**src/rtl/imem_fetch_ctrl.sv**
```systemverilog
// Instruction fetch controller: assembles one 32-bit little-endian word from a
// byte-wide synchronous memory, sharing the memory port with a program loader.
module imem_fetch_ctrl #(
    parameter int ADDR_W = 11
) (
    input  logic              clk,
    input  logic              rst,
    input  logic              fetch_req,
    input  logic [31:0]       fetch_pc,
    output logic              fetch_busy,
    output logic              instr_valid,
    input  logic              instr_ready,
    output logic [31:0]       instr_code,
    output logic              instr_fault,
    input  logic              ld_we,
    input  logic [ADDR_W-1:0] ld_addr,
    input  logic [7:0]        ld_data,
    output logic [ADDR_W-1:0] mem_addr,
    output logic              mem_we,
    output logic [7:0]        mem_wdata,
    input  logic [7:0]        mem_rdata
);

    typedef enum logic [1:0] {IDLE, ISSUE, DRAIN, DONE} state_e;

    localparam logic [32:0] LAST_BYTE = 33'((64'd1 << ADDR_W) - 64'd1);

    state_e            state_q, state_d;
    logic [ADDR_W-1:0] pc_q, pc_d;
    logic [1:0]        idx_q, idx_d;
    logic              rd_vld_q, rd_vld_d;
    logic [1:0]        rd_idx_q, rd_idx_d;
    logic [31:0]       code_q, code_d;
    logic              fault_q, fault_d;
    logic              pc_bad;

    // Range test is done in 33 bits so a pc near 2**32 cannot wrap into range.
    assign pc_bad = (fetch_pc[1:0] != 2'b00) || (({1'b0, fetch_pc} + 33'd3) > LAST_BYTE);

    always_ff @(posedge clk or posedge rst) begin
        if (rst) begin
            state_q  <= IDLE;
            pc_q     <= '0;
            idx_q    <= '0;
            rd_vld_q <= 1'b0;
            rd_idx_q <= '0;
            code_q   <= '0;
            fault_q  <= 1'b0;
        end else begin
            state_q  <= state_d;
            pc_q     <= pc_d;
            idx_q    <= idx_d;
            rd_vld_q <= rd_vld_d;
            rd_idx_q <= rd_idx_d;
            code_q   <= code_d;
            fault_q  <= fault_d;
        end
    end

    always_comb begin
        state_d   = state_q;
        pc_d      = pc_q;
        idx_d     = idx_q;
        rd_vld_d  = 1'b0;
        rd_idx_d  = rd_idx_q;
        code_d    = code_q;
        fault_d   = fault_q;
        mem_addr  = '0;
        mem_we    = 1'b0;
        mem_wdata = '0;

        // Read data returns one cycle after its address; land it in its byte lane.
        if (rd_vld_q) begin
            code_d[8*rd_idx_q +: 8] = mem_rdata;
        end

        if (ld_we) begin
            mem_addr  = ld_addr;
            mem_we    = 1'b1;
            mem_wdata = ld_data;
        end

        case (state_q)
            IDLE: begin
                if (fetch_req) begin
                    pc_d   = fetch_pc[ADDR_W-1:0];
                    idx_d  = '0;
                    code_d = '0;
                    if (pc_bad) begin
                        fault_d = 1'b1;
                        state_d = DONE;
                    end else begin
                        fault_d = 1'b0;
                        state_d = ISSUE;
                    end
                end
            end
            ISSUE: begin
                if (!ld_we) begin
                    mem_addr = pc_q + ADDR_W'(idx_q);
                    rd_vld_d = 1'b1;
                    rd_idx_d = idx_q;
                    idx_d    = idx_q + 2'd1;
                    if (idx_q == 2'd3) begin
                        state_d = DRAIN;
                    end
                end
            end
            DRAIN: begin
                state_d = DONE;
            end
            DONE: begin
                if (instr_ready) begin
                    state_d = IDLE;
                end
            end
            default: state_d = IDLE;
        endcase
    end

    assign fetch_busy  = (state_q != IDLE);
    assign instr_valid = (state_q == DONE);
    assign instr_code  = code_q;
    assign instr_fault = fault_q;

endmodule

```
**config.mk**
```make
export PLATFORM = sky130hd
export DESIGN_NAME = imem_fetch_ctrl
export DESIGN_NICKNAME = d
export VERILOG_FILES = /design/src/rtl/imem_fetch_ctrl.sv
export SDC_FILE = /design/constraint.sdc
export NUM_CORES = 1
export LEC_CHECK = 0
export BUFFER_PORTS_ARGS = -buffer_cell sky130_fd_sc_hd__buf_2
export CAP_MARGIN = 20
export CORE_ASPECT_RATIO = 0.9
export CORE_UTILIZATION = 47
export CTS_BUF_LIST = sky130_fd_sc_hd__clkbuf_2
export DETAILED_ROUTE_END_ITERATION = 12
export PLACE_DENSITY = 0.81
export SLEW_MARGIN = 25
export SYNTH_ARGS = -nofsm -noshare
export SYNTH_HDL_FRONTEND = slang
export SYNTH_SLANG_ARGS = --single-unit
```
**constraint.sdc**
```tcl
create_clock -name clk -period 1.78 [get_ports clk]
set_input_delay 0.178 -clock clk [delete_from_list [all_inputs] [get_ports clk]]
set_output_delay 0.178 -clock clk [all_outputs]
set_load 0.01 [all_outputs]
```
# == After elaboration in Yosys (flattened, before gate mapping) ==
# Index checks and enable logic that the tools add are counted.
# classes
n_bitwise,1
addsub,4
magnitude_cmp,1
n_mux,21
shift,2
reduce_logical,9
eq_ne,8
# op_table
operator,count
$mux 32,3
$neg 5->34,1
$shift 8x34->32 const A,1
$shiftx 8x34->32,1
$add 32x2->33 const B,1
$gt 33x11->1 const B,1
$mux 11,3
$bwmux 32,1
$mux 2,7
$add 11x2->11,1
$mux 8,1
$pmux 2 s4,1
$eq 2x2->1 const B,3
$ne 2x2->1 const B,3
$reduce_bool 2->1,3
$mux 1,4
$pmux 2 s2,1
$reduce_and 2->1,2
$reduce_and 4->1,1
$reduce_and 3->1,1
$add 2x1->2 const B,1
$eq 2x1->1 const B,1
$logic_not 2->1,1
$ne 2x1->1 const B,1
2 further kinds,2
# totals
ff_bits,51
out_inout_bits,55
wordCells,53

# == Depth between registers and ports, before layout ==
# Gate-level depths: netlist of the first run.
# logic_depth
word_depth,6
depth_mapped,9

# == Worst setup path after synthesis of the first run ==
# No wires, ideal clock.
# synth_path
path_kind,in2reg
start,input port fetch_pc[0]
end,"register fault_q, in the netlist instr_fault"
path_slack_ns,-0.471
required_ns,1.659
path_buffers,0
path_stages,9
arrival_time_ns,2.130
setup_ns,0.121
cell_sequence,inv_1 > ha_1 > nand4b_1 > nor4_1 > mux2_2 > o21ai_0 > o2111ai_1 > or3_1 > o22a_1
# synth_between
elab_chain_len,4
elab_cells_between_ends,5
classes_between,1 x add/sub; 1 x order compare; 1 x mux; 2 x reduce/logical
# synth_lines
element,line,rtl
start: declaration,9,"input logic [31:0] fetch_pc,"
$add 32x2->33,38,"assign pc_bad = (fetch_pc[1:0] != 2'b00) || (({1'b0, fetch_pc} + 33'd3) > LAST_BYTE);"
$gt 33x11->1,38,
$logic_or 1x1->1 (*),38,
$mux 1 (*),89,if (pc_bad) begin
end signal: assignment,56,fault_q <= fault_d;
end: declaration,34,"logic fault_q, fault_d;"
# Mark *: on every way between the ends. The rest lies on a longest branch, timed or not.
# A chain may end at the register's enable or synchronous reset.

# == Final worst setup path of the first run ==
# layout_path
start,register idx_q[0]
end,output port mem_addr[6]
# layout_between
elab_chain_len,3
# layout_lines
element,line,rtl
start: declaration,30,"logic [1:0] idx_q, idx_d;"
start signal: assignment,52,idx_q <= idx_d;
$add 11x2->11,100,mem_addr = pc_q + ADDR_W'(idx_q);
$mux 11,99,if (!ld_we) begin
$mux 11,83,case (state_q)
end: declaration,18,"output logic [ADDR_W-1:0] mem_addr,"
# Every way passes these cells.

==> results of run 1 <==
cell families after synthesis:
| logic type | count (synthesis) | synth area share, % |
|---|---|---|
| adder cells (fa/ha/maj) | 16 | 6.32 |
| XOR/XNOR | 9 | 2.40 |
| buffers and inverters | 30 | 3.58 |
| AND/OR/NAND/NOR | 152 | 25.1 |
| AO/OA/AOI/OAI | 86 | 19.0 |
| multiplexers | 14 | 4.76 |
| flip-flops | 51 | 38.8 |
routing by layer:
metal	vias to the layer above	GRT usage, %	part of all wire (%)
li1	1720	-	-
met1	1766	34.3	39
met2	197	51.5	50
met3	29	5.99	8.4
met4	0	8.87	2.9
met5	-	0	0
critical path, stage by stage, from the launching register on:
cell	delay, ps
sky130_fd_sc_hd__dfrtp_1	460
sky130_fd_sc_hd__ha_2	200
sky130_fd_sc_hd__inv_2	40
sky130_fd_sc_hd__fa_2	370
sky130_fd_sc_hd__nor2b_4	150
sky130_fd_sc_hd__nand2_1	110
sky130_fd_sc_hd__xnor2_2	180
sky130_fd_sc_hd__a22o_1	210
sky130_fd_sc_hd__buf_2	130
sequential cells by signal, summed over array words and instances, names as in the netlist:
register,cells
idx_q,2
instr_fault,1
state_q,2
rd_idx_q,2
rd_vld_q,1
pc_q,11
instr_code,32
final timing paths:
check,end,cells after the start,slack (ps),startpoint
worst max-delay path,mem_addr[6],8,-710,idx_q[0]
worst min-delay path,instr_code[16],3,6,mem_rdata[0]
worst max register to register,state_q[1],6,-20,state_q[0]
worst min register to register,instr_fault,1,570,instr_fault
max in group asynchronous,instr_code[18],4,1020,rst
min in group asynchronous,pc_q[8],3,210,rst
Yosys cell counts (3+ instances only):
| master | instances | area, µm² |
|---|---|---|
| sky130_fd_sc_hd__a22o_1 | 6 | 52.6 |
| sky130_fd_sc_hd__mux2_2 | 13 | 146 |
| sky130_fd_sc_hd__and4_1 | 3 | 26.3 |
| sky130_fd_sc_hd__inv_1 | 19 | 71.3 |
| sky130_fd_sc_hd__o21ai_0 | 19 | 95.1 |
| sky130_fd_sc_hd__nand2b_1 | 4 | 25.0 |
| sky130_fd_sc_hd__a22oi_1 | 32 | 240 |
| sky130_fd_sc_hd__nand3_1 | 10 | 50.1 |
| sky130_fd_sc_hd__nor4_1 | 6 | 37.5 |
| sky130_fd_sc_hd__and3_1 | 8 | 50.1 |
| sky130_fd_sc_hd__and2_1 | 12 | 75.1 |
| sky130_fd_sc_hd__o2111ai_1 | 3 | 26.3 |
| sky130_fd_sc_hd__nand4_1 | 7 | 43.8 |
| sky130_fd_sc_hd__nand2_1 | 30 | 113 |
| sky130_fd_sc_hd__ha_1 | 15 | 188 |
| sky130_fd_sc_hd__dfrtp_1 | 51 | 1280 |
| sky130_fd_sc_hd__xnor2_1 | 5 | 43.8 |
| sky130_fd_sc_hd__clkbuf_1 | 8 | 30.0 |
| sky130_fd_sc_hd__xor2_1 | 4 | 35.0 |
| sky130_fd_sc_hd__nor3_1 | 4 | 20.0 |
| sky130_fd_sc_hd__nor2_1 | 47 | 176 |
what timing repair did:
item | in CTS | in global routing
buffers inserted | 13 | 7
hold endpoints to repair | 27 | 4
pin swaps | 19 | 15
cloned | 0 | 0
setup endpoints to repair | 29 | 35
resized for setup | 34 | 25
hold buffers | 6 | 3
report_power, final:
group	internal, mW	switching (mW)	total, mW	leakage, nW
Clock	0.241	0.415	0.656	0.0396
Combinational	1.25	1.30	2.54	1.79
Sequential	1.47	0.291	1.77	0.673
final cells by class:
type	count	area (µm²)	share of cell area, %
Tap cell	90	113	2.24
Multi-Input combinational cell	277	2120	42.2
Inverter	19	96.3	1.92
Sequential cell	51	1280	25.4
Clock buffer	5	25.0	0.499
Clock inverter	3	46.3	0.922
Timing Repair Buffer	205	1340	26.7
==> summary.txt, run 1 <==
Status
  • Result of the run: finished, violations left
  • Violated checks: negative setup slack

Logic synthesis
  • Portion of the post-synthesis area used by sequential elements: 38.8%
  • Predominant post-synthesis flop cell: sky130_fd_sc_hd__dfrtp_1
  • Netlist area before placement: 3290 µm²
  • Post-synth EDFFs: 0
  • Synth async-reset ratio: 100%
  • Number of standard cells after synthesis: 358
  • Count of synthesis-stage warnings from yosys: 0
  • Post-synth cell types: 61
  • Syn_nets: 438
  • Register bit count reported by yosys: 51
  • Syn Area/Cell: 9.18 µm²

Clock network
  • Worst-case clock buffer depth: 2
  • CTS tree: built
  • Number of H-tree branching levels: 2
  • Clock sink total: 51
  • TritonCTS Buffers: 5
  • Register clock-pin slew on the reported worst setup and hold paths: 280 ps
  • Root cell of the clock tree: sky130_fd_sc_hd__clkbuf_2
  • Skew-Pair Late Insertion Delay: 470 ps

Global route
  • Vias in the first global route: between 3k and 4k
  • Initial antenna violation count: 0
  • Largest net degree at the start of global routing: 33
  • Overflow left after global routing: 0
  • Global routing usage summed across all routing layers: approximately 28%
  • Global-route wire length before repair: about 17000 µm

Timing
  • TNS Setup: -6300 ps
  • Rel. slew slack: 66.9%
  • Minimum setup slack in the final design: -707 ps
  • Clock tree skew after final layout: 28.3 ps
  • Final critical delay including setup and external delays: 2490 ps
  • Fmax achieved: 402 MHz
  • Final period utilization: 140%
  • Worst hold slack: 6.32 ps
  • Total setup violations reported at the end of the flow: 13
  • Unrepaired setup endpoints after global routing: true
  • Pins over their slew limit: 0
  • Number of failing hold endpoints at the final stage: 0
  • Slew at the pin closest to its max-slew limit: 496 ps

Critical path
  • Biggest fanout along the worst timing path: 3
  • Data arrival time at the worst-slack endpoint: 2310 ps
  • Required time of the critical path: 1600 ps
  • Element type at the critical path end: output port
  • Worst setup path class: flip-flop to output port
  • Category of the worst setup path launch point: flip-flop

Power and ir drop
  • Leakage power: 2.51 nW
  • Total chip power: 4.96 mW
  • Worst VDD drop: 469 µV
  • Total power divided by cell area: 989 nW/µm²

Placement
  • Placer congestion estimate: just over 0.9
  • Dpl cells: 617
  • Worst setup slack before clock tree synthesis: -586 ps
  • I/O Buffers: ~120
  • Placement Cell Area: 4500 µm²
  • DP Wirelength: 7570 µm

Die
  • Placeable core area: 6660 µm²
  • I/O pin count: 119
  • Starting Density: 49.4%
  • Die W: 90.1 µm
  • Die ar.: 7330 µm²
  • Number of placement rows: 28
  • Vertical die dimension: between 80 and 90 µm

Routing
  • Average wire length per cell after detail routing: 16.9 µm
  • DR iter-0 viols: 202
  • Via count of the routed design: 3712
  • DRC errors left: 0
  • Final routed wirelength across all metal layers: about 11000 µm
  • DR vias/cell: approximately 5.7
  • Drt pass-1 iters: 5
  • DRT antenna net count: 0

Final layout
  • Leading cell type in the layout, fill and taps excluded: sky130_fd_sc_hd__buf_2
  • Most used cells in the layout excluding fill and tap cells: sky130_fd_sc_hd__buf_2, sky130_fd_sc_hd__buf_4, sky130_fd_sc_hd__dfrtp_1
  • Number of inserted filler cells in the final layout: approximately 460
  • Final standard cell count with taps included and fillers excluded: 650
  • Layout net count: 639
  • Inserted Diodes: 0
  • Post-layout util: about 75%
  • Area Overhead vs Synth: 52.8%
  • Share of final-layout standard cells stronger than drive strength 1: between 40% and 50%
  • Finished layout cell area: 5020 µm²

Flow run
  • MaxCap Viol Count: 0

Worst hold path
  • Type of the most critical hold path: input port to flip-flop
(Power assumes the default switching activity.)
==> inputs of run 2 (changes only) <==
--- a/config.mk
+++ b/config.mk
@@ -11,7 +11,7 @@
 export CORE_UTILIZATION = 47
 export CTS_BUF_LIST = sky130_fd_sc_hd__clkbuf_2
 export DETAILED_ROUTE_END_ITERATION = 12
-export PLACE_DENSITY = 0.81
+export PLACE_DENSITY = 0.78
 export SLEW_MARGIN = 25
 export SYNTH_ARGS = -nofsm -noshare
 export SYNTH_HDL_FRONTEND = slang
==> summary.txt, run 2 (same netlist as run 1, synthesis figures left out) <==
Power and ir drop
  • Total net switching power: 1.93 mW
  • Share of power burned in combinational logic: 52.6%
  • Clock network fraction of design power: 11.0%
  • Total chip power: 4.80 mW
  • Worst VDD drop: 516 µV
  • Leakage power: around 2.5 nW
  • Internal power component: around 2.9 mW
  • Total power divided by cell area: roughly 950 nW/µm²
  • Switch share: 40.2%
  • Sequential power share: ~36%

Die
  • I/O pin count: about 120
  • Number of placement rows: 28
  • Placeable core area: roughly 6700 µm²
  • Vertical die dimension: 81.3 µm
  • Starting Density: a little under 50%
  • Die ar.: 7330 µm²
  • Die W: approximately 90 µm

Critical path
  • Worst r2r src: state_q[1]
  • Critical Path Sink: mem_addr[6]
  • Data arrival time at the worst-slack endpoint: between 2000 and 2500 ps
  • Biggest fanout along the worst timing path: 4
  • Cell depth of the worst flop-to-flop path: 7
  • Category of the worst setup path launch point: flip-flop
  • Required time of the critical path: 1600 ps
  • Launching instance or port of the critical path: idx_q[0]
  • Reg-to-reg setup timing slack: 0 ps
  • Element type at the critical path end: output port
  • Reg2reg end: state_q[1]
  • Worst setup path class: flip-flop to output port

Global route
  • Overflow left after global routing: 0
  • Vias in the first global route: 3442
  • Initial antenna violation count: 0
  • Global-route wire length before repair: roughly 17000 µm
  • Global routing usage summed across all routing layers: 28.4%
  • Largest net degree at the start of global routing: 32

Worst hold path
  • Type of the most critical hold path: input port to flip-flop

Flow run
  • MaxCap Viol Count: 0

Timing
  • Minimum setup slack in the final design: -700 ps
  • Fmax achieved: 403 MHz
  • Number of failing hold endpoints at the final stage: 0
  • Final critical delay including setup and external delays: approximately 2500 ps
  • Final period utilization: 139%
  • Rel. slew slack: 68.5%
  • Worst hold slack: 51.0 ps
  • Total setup violations reported at the end of the flow: 11
  • Unrepaired setup endpoints after global routing: true
  • Slew at the pin closest to its max-slew limit: 472 ps
  • Pins over their slew limit: 0
  • Clock tree skew after final layout: between 20 and 30 ps

Placement
  • I/O Buffers: 118
  • Worst setup slack before clock tree synthesis: -593 ps
  • DP Wirelength: 7670 µm
  • Placement Cell Area: 4480 µm²
  • Placer congestion estimate: 0.838

Status
  • Result of the run: finished, violations left
  • Violated checks: negative setup slack

Final layout
  • Max FFs per register: 32
  • Share of final-layout standard cells stronger than drive strength 1: a little under half
  • Finished layout cell area: 5030 µm²
  • Leading cell type in the layout, fill and taps excluded: sky130_fd_sc_hd__buf_2
  • Inserted Diodes: 0
  • Most used cells in the layout excluding fill and tap cells: sky130_fd_sc_hd__buf_2, sky130_fd_sc_hd__buf_4, sky130_fd_sc_hd__dfrtp_1
  • Area Overhead vs Synth: 53.2%
  • Layout net count: 644

Routing
  • Drt pass-1 iters: 5
  • DR iter-0 viols: 219
  • DRC errors left: 0
  • DR vias/cell: 5.58
  • DRT antenna net count: 0
  • Via count of the routed design: 3656
  • Average wire length per cell after detail routing: 15.6 µm
  • Final routed wirelength across all metal layers: 10200 µm

Clock network
  • CTS tree: built
  • Clock sink total: around 50
  • Skew-Pair Late Insertion Delay: 460 ps
  • Worst-case clock buffer depth: 2
  • Number of H-tree branching levels: 2
  • Root cell of the clock tree: sky130_fd_sc_hd__clkbuf_2
  • TritonCTS Buffers: 5
  • Register clock-pin slew on the reported worst setup and hold paths: 270 ps
## run 2: cell types whose count changed in the layout (fill, tap and decap cells not counted), moves of 2 or more
cell / previous run / this run
sky130_fd_sc_hd__dlygate4sd3_1: 9 / 13
sky130_fd_sc_hd__inv_2: 4 / 6
sky130_fd_sc_hd__nor4_2: 3 / 1
sky130_fd_sc_hd__clkinv_4: 0 / 2
sky130_fd_sc_hd__nand2_2: 0 / 2
## run 2: per-layer routing
layer | up-vias | share of wire, % | track usage (%)
met5 | - | 0 | 0
met4 | 0 | 1.1 | 7.42
met3 | 14 | 5.7 | 4.40
met2 | 145 | 50 | 48.6
met1 | 1765 | 44 | 38.0
li1 | 1732 | - | -
## run 2: repair_timing
action	CTS	global route
gates resized for setup	33	24
buffers inserted	10	12
endpoints found under the setup margin	29	51
hold endpoints to repair	40	2
hold buffers	12	1
pin swaps	13	19
cloned	0	0
## run 2: worst min path at each step
stage | startpoint | endpoint | slack [ps] | cells past startpoint
6_report | fetch_pc[3] | pc_q[3] | 50 | 2
5_1_grt | fetch_pc[5] | pc_q[5] | 20 | 3
4_1_cts | mem_rdata[7] | instr_code[15] | 7 | 3
3_5_place_dp | rst | pc_q[9] | 220 | 2
3_3_place_gp | rst | pc_q[10] | 220 | 2
2_1_floorplan | fetch_pc[1] | pc_q[1] | 290 | 2
## run 2: power by group through the flow
stage / logic, mW / clock network [mW] / registers [mW]
2_1_floorplan: 1.09 / 0 / 1.77
3_3_place_gp: 1.91 / 0 / 1.72
3_5_place_dp: 1.97 / 0 / 1.74
4_1_cts: 2.28 / 0.537 / 1.72
5_1_grt: 2.75 / 0.586 / 1.79
6_report: 2.53 / 0.527 / 1.75
## run 2: critical path: stages, from the launching register on
cell and delay (ps):
sky130_fd_sc_hd__dfrtp_1 460, sky130_fd_sc_hd__ha_2 210, sky130_fd_sc_hd__inv_2 40, sky130_fd_sc_hd__fa_2 370
sky130_fd_sc_hd__nor2b_4 180, sky130_fd_sc_hd__nand2_1 110, sky130_fd_sc_hd__xnor2_2 150, sky130_fd_sc_hd__a22o_1 200
sky130_fd_sc_hd__buf_2 140
## run 2: through the flow
stage | setup TNS [ps] | util [%] | cells
global placement | -1990 | 67.3 | 615
detailed placement | -3340 | 67.3 | 615
finish | -5910 | 75.6 | 655
CTS | -5970 | 72.7 | 644
floorplan | -457 | - | 358
global route | -7180 | 75.6 | 655
## run 2: cell type report
cell class                 instances  area [µm²]
multi-input combinational        277        2110
fill                             477        1620
timing repair buffer             210        1390
sequential                        51        1280
tap                               90         113
inverter                          19        93.8
clock inverter                     3        28.8
clock buffer                       5        25.0
